--- config.mk ---
export PLATFORM = sky130hd
export DESIGN_NAME = ej32_xalu
export DESIGN_NICKNAME = d
export VERILOG_FILES = /design/src/rtl/ej32_xalu.sv
export SDC_FILE = /design/constraint.sdc
export NUM_CORES = 2
export LEC_CHECK = 0
export CORE_MARGIN = 1
export CORE_UTILIZATION = 31
export CTS_BUF_LIST = sky130_fd_sc_hd__clkbuf_8 sky130_fd_sc_hd__clkbuf_16
export DETAILED_ROUTE_END_ITERATION = 16
export SLEW_MARGIN = 40
export SYNTH_ARGS = -nofsm -noshare
export SYNTH_HDL_FRONTEND = slang
export SYNTH_SLANG_ARGS = --single-unit
--- constraint.sdc ---
create_clock -name clk -period 19.4 [get_ports clk]
set_clock_uncertainty 0.1 [all_clocks]
set_input_delay 3.88 -clock clk [delete_from_list [all_inputs] [get_ports clk]]
set_output_delay 3.88 -clock clk [all_outputs]
set_load 0.1 [all_outputs]
--- src/rtl/ej32_xalu.sv ---
// eJ32 extended ALU: combinational signed multiply and barrel shifts, plus a
// restoring signed divider that restarts every time rst is released.
module ej32_xalu #(
    parameter int DSZ = 32
) (
    input  logic                 clk,
    input  logic                 rst,
    input  logic [DSZ-1:0]       s,
    input  logic [DSZ-1:0]       t,
    input  logic                 shr_f,
    output logic [2*DSZ-1:0]     mul_v,
    output logic [DSZ-1:0]       sht_v,
    output logic [DSZ-1:0]       ushr_v,
    output logic                 div_bsy,
    output logic                 div_z,
    output logic [DSZ-1:0]       div_q,
    output logic [DSZ-1:0]       div_r
);
    localparam int SW = $clog2(DSZ);

    typedef enum logic [1:0] {LOAD, ITER, FIX, DONE} state_t;

    state_t                r_st;
    logic [DSZ-1:0]        r_quo;
    logic [DSZ-1:0]        r_rem;
    logic [DSZ-1:0]        r_dvs;
    logic                  r_neg_q;
    logic                  r_neg_r;
    logic                  r_bsy;
    logic                  r_z;
    logic [SW-1:0]         r_cnt;

    logic [SW-1:0]         w_sha;
    logic signed [2*DSZ-1:0] w_s_ext;
    logic signed [2*DSZ-1:0] w_t_ext;
    logic [DSZ-1:0]        w_shl;
    logic signed [DSZ-1:0] w_sra;
    logic [DSZ-1:0]        w_srl;
    logic [DSZ-1:0]        w_abs_s;
    logic [DSZ-1:0]        w_abs_t;
    logic [DSZ-1:0]        w_rem_sh;
    logic [DSZ:0]          w_diff;

    // Full-width sign extension so the low 2*DSZ bits of the product are the signed product.
    assign w_s_ext = {{DSZ{s[DSZ-1]}}, s};
    assign w_t_ext = {{DSZ{t[DSZ-1]}}, t};
    assign mul_v   = w_s_ext * w_t_ext;

    // Arithmetic right shift kept in its own signed wire so the mux cannot demote it to logical.
    assign w_sha  = t[SW-1:0];
    assign w_shl  = s << w_sha;
    assign w_sra  = $signed(s) >>> w_sha;
    assign w_srl  = s >> w_sha;
    assign sht_v  = shr_f ? w_sra : w_shl;
    assign ushr_v = w_srl;

    assign w_abs_s  = s[DSZ-1] ? -s : s;
    assign w_abs_t  = t[DSZ-1] ? -t : t;
    assign w_rem_sh = {r_rem[DSZ-2:0], r_quo[DSZ-1]};
    assign w_diff   = {1'b0, w_rem_sh} - {1'b0, r_dvs};

    always_ff @(posedge clk or posedge rst) begin
        if (rst) begin
            r_st    <= LOAD;
            r_bsy   <= 1'b1;
            r_z     <= 1'b0;
            r_quo   <= '0;
            r_rem   <= '0;
            r_dvs   <= '0;
            r_neg_q <= 1'b0;
            r_neg_r <= 1'b0;
            r_cnt   <= '0;
        end else begin
            case (r_st)
                LOAD: begin
                    if (t == '0) begin
                        r_z   <= 1'b1;
                        r_quo <= '0;
                        r_rem <= s;
                        r_bsy <= 1'b0;
                        r_st  <= DONE;
                    end else begin
                        r_rem   <= '0;
                        r_quo   <= w_abs_s;
                        r_dvs   <= w_abs_t;
                        r_neg_r <= s[DSZ-1];
                        r_neg_q <= s[DSZ-1] ^ t[DSZ-1];
                        r_st    <= ITER;
                    end
                end
                ITER: begin
                    // Quotient bits shift in from the bottom while the dividend shifts out the top.
                    r_cnt <= r_cnt + SW'(1);
                    r_quo <= {r_quo[DSZ-2:0], ~w_diff[DSZ]};
                    r_rem <= w_diff[DSZ] ? w_rem_sh : w_diff[DSZ-1:0];
                    if (r_cnt == '1)
                        r_st <= FIX;
                end
                FIX: begin
                    if (r_neg_q)
                        r_quo <= -r_quo;
                    if (r_neg_r)
                        r_rem <= -r_rem;
                    r_bsy <= 1'b0;
                    r_st  <= DONE;
                end
                default: ;
            endcase
        end
    end

    assign div_bsy = r_bsy;
    assign div_z   = r_z;
    assign div_q   = r_quo;
    assign div_r   = r_rem;
endmodule

* After elaboration in Yosys (flattened, before gate mapping)
Cells that the tools add are included.
** Storage, ports and cells
- Register bits :: 107
- Input port bits :: 67
- Output and inout bits :: 194
- Word-level logic and storage cells :: 54
** Operators by class
- Add/subtract/negate cells :: 6
- $mul :: 1
- Eq/ne operators :: 7
- Shifts and indexed selects :: 3
- Mux-type cells :: 15
- Bitwise operators :: 3
- Reduce and logical (&&, ||, !) cells :: 10
** Operator list (number)
- 32-bit 2-to-1 mux :: 8
- 32-bit one-hot mux with 3 select lines :: 2
- 32-bit negation :: 4
- 32-bit by 32-bit multiplier with 64-bit output :: 1
- 32-bit by 32-bit subtractor with 33-bit output :: 1
- 32-bit zero test :: 1
- 32-bit by 5-bit left shift with 32-bit output :: 1
- 32-bit by 5-bit right shift with 32-bit output :: 1
- 32-bit by 5-bit >>> shifter with 32-bit output :: 1
- 2-bit AND reduction :: 6
- 2-bit != test, second input constant :: 4
- 2-bit one-hot mux with 3 select lines :: 1
- 5-bit by 1-bit adder with 5-bit output, second input constant :: 1
- 5-bit == test, second input constant :: 1
- 2-bit 2-to-1 mux :: 2
- 3-bit nonzero test :: 1
- 2-bit by 1-bit == test with 1-bit output, second input constant :: 1
- 2-bit == test, second input constant :: 1
- 2-bit zero test :: 1
- 1-bit inverter :: 2
- 1-bit one-hot mux with 2 select lines :: 1
- 2-bit nonzero test :: 1
- 1-bit 2-to-1 mux :: 1
- 1-bit bitwise XOR :: 1

* Longest topological paths before layout
- Depth in word-level cells :: 4
- Mapped depth :: 33
- Mapped depth without buffers :: 27

* Least setup slack after synthesis
OpenSTA, ideal clock, no wires.
- Path type :: input -> output
- Start point :: in t[1]
- End point :: out mul_v[40]
- Arrival :: 13.835 ns
- Data required time :: 15.420 ns
- Setup slack :: 1.585 ns
- Stages on the path :: 25
- Buffers on the path :: 6
- Path through :: clkbuf_1 -> clkbuf_1 -> buf_1 -> clkbuf_1 -> clkbuf_1 -> clkbuf_1 -> and2_1 -> fa_1 -> inv_1 -> fa_1 -> fa_1 -> fa_1 -> inv_1 -> fa_1 -> fa_1 -> fa_1 -> fa_1 -> ha_1 -> a21o_1 -> a21o_1 -> a21oi_1 -> o21ai_0 -> nor2_1 -> o21ai_0 -> o41ai_1
** On the way
- Cells in the longest elaborated chain, start to end :: 1
** Ends and longest elaborated chain
- from (decl) :: line 9 : input logic [DSZ-1:0] t,
- 32-bit by 32-bit multiplier with 64-bit output :: line 47 : assign mul_v = w_s_ext * w_t_ext;
- to (decl) :: line 11 : output logic [2*DSZ-1:0] mul_v,
Every way passes these cells.

* Worst setup path in the final report
- Start point :: in s[17]
- End point :: out mul_v[63]
** On the way
- Cells in the longest elaborated chain, start to end :: 1
** Ends and longest elaborated chain
- from (decl) :: line 8 : input logic [DSZ-1:0] s,
- 32-bit by 32-bit multiplier with 64-bit output :: line 47
Every way passes these cells.

==> impl_metrics.ini <==
[critical_path]
setup.worst_path.end_class = output pin
worst_ep_arrival_time_ns = 13.79
cp_slowest_stage_delay_ns = 0.98
critical_path_required_ns = 15.42
slowest_stage = sky130_fd_sc_hd__clkdlybuf4s50_1
critPathKind = input pin to output pin
maximum_net_fanout_on_the_critical_path = 28
timing.critical_path.mode_cell = sky130_fd_sc_hd__fa_1
critical_path.startpoint_type = input pin

[global_routing]
antenna_found_initial = 11
grt.overflow.total = 0
groute.usage.overall = 0.199
grt_pass1_wl_um = 250000
first_global_vias = 41628
grt_max_degree = 69

[synth]
synth_flop_cell = sky130_fd_sc_hd__dfrtp_1
synth.avg_cell_area_um2 = 8.66
synth-warning-count = 0
netlist-cell-type-count = 76
ys_seq_area_frac = 0.0545
post_synth_design_cell_area_mm2 = 0.0492
synth_async_sr_flop_share = 1.00
synth_enable_flop_cells = 0
postSynthCellCount = 5679
syn-num-nets = 7057
ys_seq_elements = 107

[cts]
clock_insertion_delay_worst_skew_ns = 0.37
cts-htree-levels = 3
clock_sink_count = 107
clock-root-buffer = sky130_fd_sc_hd__clkbuf_16
postCtsResizedCells = 0
clk_pin_slew_worst_setup_hold_paths_ns = 0.08
cts_setup_buffers = 0
clk_path_buf_depth = 2
cts_hold_buffers = 0
tritoncts = yes
cts-buffers-inserted = 9

[final_layout]
mostFrequentLayoutCells = sky130_fd_sc_hd__fa_1, sky130_fd_sc_hd__inv_1, sky130_fd_sc_hd__nand2_1, sky130_fd_sc_hd__and2_1, sky130_fd_sc_hd__nor2_1
area.growth.synth_to_final_pct = 7.87
post_route_cells_drive_above_1_share = 0.0770
final_nets = 7048
most_common_library_cell_in_the_layout_ignoring_fill_and_taps = sky130_fd_sc_hd__fa_1

[timing]
relSlewSlack = 0.376
finalCriticalPeriod_ns = 17.77
timing.final.max_slew_violations = 0
final-setup-viol-count = 0
final.setup.tns_ns = 0
worst_slew_pin_slew_ns = 0.932
clock.fmax_ghz = 0.0563
finalHoldViolations = 0
final_min_period_over_clock_period = 0.916
setup_repair_after_global_routing_missed_its_margin = false

[die]
die-width_um = 400
die-area_mm2 = 0.160
io_pins = 261
design.core.area_mm2 = 0.157
starting_density_of_the_core = 0.313
placement_rows = 145
die_h_um = 400

[job]
drv.max_cap_violation_count = 0

[worst_hold_path]
min-delay-path-class = register to register

[route]
drc_violation_count_after_routing = 0
detail_route.wl_per_cell_um = 20.5
drt-vias-per-instance = 5.13
detailroute.via_count = 39698
detailedRoute.firstPassIterationCount = 8
detailedRoute.firstIterationViolations = 3090
final_antenna_net_count = 0
totalWireLength_um = 159000

[placement]
estimated_wirelength_of_the_detail_placed_design_um = 130000
placer_congestion_estimate = 0.958
place.port_buffers = 260

[status]
status = completed
==> stage by stage <==
step                worst slack [ns]  area, µm²   util  std cells  hold WS (ns)
floorplan                       1.58      49200      -       5679         0.338
global placement                1.22      53600  0.342       7717         0.353
detailed placement              1.64      52700  0.336       7717         0.355
CTS                             1.59      53000  0.338       7733         0.374
global route                    1.08      53100  0.338       7742         0.397
finish                          1.63      53100  0.338       7743         0.368
==> cells by family (layout without fill, tap and decap cells) <==
| logic type | Yosys count | in the layout | share of synthesized area |
|---|---|---|---|
| other cells | 0 | 10 | 0 |
| xor+xnor | 202 | 202 | 0.0360 |
| flops | 107 | 107 | 0.0545 |
| simple gates | 1706 | 1706 | 0.169 |
| fa+ha+maj | 1311 | 1311 | 0.499 |
| compound gates | 799 | 799 | 0.102 |
| buf+inv | 1422 | 1418 | 0.109 |
| mux | 132 | 132 | 0.0301 |
==> Yosys cell counts (22+ instances only) <==
| library cell | instances | area, µm² |
|---|---|---|
| sky130_fd_sc_hd__o22ai_1 | 22 | 138 |
| sky130_fd_sc_hd__a211oi_1 | 30 | 225 |
| sky130_fd_sc_hd__xnor2_1 | 144 | 1260 |
| sky130_fd_sc_hd__nand3_1 | 36 | 180 |
| sky130_fd_sc_hd__a221oi_1 | 37 | 324 |
| sky130_fd_sc_hd__a21oi_1 | 237 | 1190 |
| sky130_fd_sc_hd__a21o_1 | 73 | 548 |
| sky130_fd_sc_hd__and2_1 | 517 | 3230 |
| sky130_fd_sc_hd__buf_1 | 58 | 218 |
| sky130_fd_sc_hd__nand2b_1 | 41 | 257 |
| sky130_fd_sc_hd__o31ai_1 | 23 | 173 |
| sky130_fd_sc_hd__nor2_1 | 276 | 1040 |
| sky130_fd_sc_hd__a31oi_1 | 28 | 175 |
| sky130_fd_sc_hd__ha_1 | 228 | 2850 |
| sky130_fd_sc_hd__mux2_2 | 27 | 304 |
| sky130_fd_sc_hd__fa_1 | 1083 | 21700 |
| sky130_fd_sc_hd__dfrtp_1 | 106 | 2650 |
| sky130_fd_sc_hd__mux2i_1 | 95 | 951 |
| sky130_fd_sc_hd__inv_1 | 1029 | 3860 |
| sky130_fd_sc_hd__nand2_1 | 667 | 2500 |
| sky130_fd_sc_hd__xor2_1 | 58 | 508 |
| sky130_fd_sc_hd__nor3_1 | 51 | 255 |
| sky130_fd_sc_hd__clkbuf_1 | 311 | 1170 |
| sky130_fd_sc_hd__o21ai_0 | 202 | 1010 |
==> worst max-delay path: cells and delay by family <==
family,cells,cell delay [ns]
AO/OA/AOI/OAI,4,1.48
adder cells (fa/ha/maj),9,4.41
buffers and inverters,7,2.06
XOR/XNOR,1,0.16
AND/OR/NAND/NOR,6,1.78
==> final timing paths <==
kind / from / endpoint / slack, ns / cells after the start
hold / removal: div_z / div_z / 0.37 / 1
min in group asynchronous: rst / div_q[11] / 3.82 / 2
hold reg to reg: div_z / div_z / 0.37 / 1
setup reg to reg: div_q[31] / div_r[9] / 14.82 / 15
setup / recovery: s[17] / mul_v[63] / 1.63 / 27
max in group asynchronous: rst / r_dvs[5] / 14.30 / 3
==> area by class of cell <==
class	instances	area, µm²
repair buffers	367	2400
multi-input cells	4150	41200
clock buffers	10	239
inverters	1035	3890
diodes	10	25.0
clock inverters	6	65.1
fillers	16400	104000
flip-flops and latches	107	2680
well taps	2058	2570
==> flip-flops by register name, summed over array words and instances (netlist names) <==
| register | count |
|---|---|
| div_q | 32 |
| div_r | 32 |
| r_dvs | 32 |
| r_cnt | 5 |
| r_st | 2 |
| div_bsy | 1 |
| div_z | 1 |
| r_neg_q | 1 |
| r_neg_r | 1 |
==> layer usage <==
| metal | part of all wire | track usage | vias up |
|---|---|---|---|
| met1 | 0.40 | 0.255 | 20584 |
| met2 | 0.50 | 0.344 | 1374 |
| met4 | 0.043 | 0.0769 | 2 |
| li1 | - | - | 17463 |
| met3 | 0.058 | 0.0220 | 275 |
| met5 | 0.000082 | 0 | - |
Power is not shown: default switching activity piles up to over one toggle a cycle in this logic, so the estimate is an artifact.
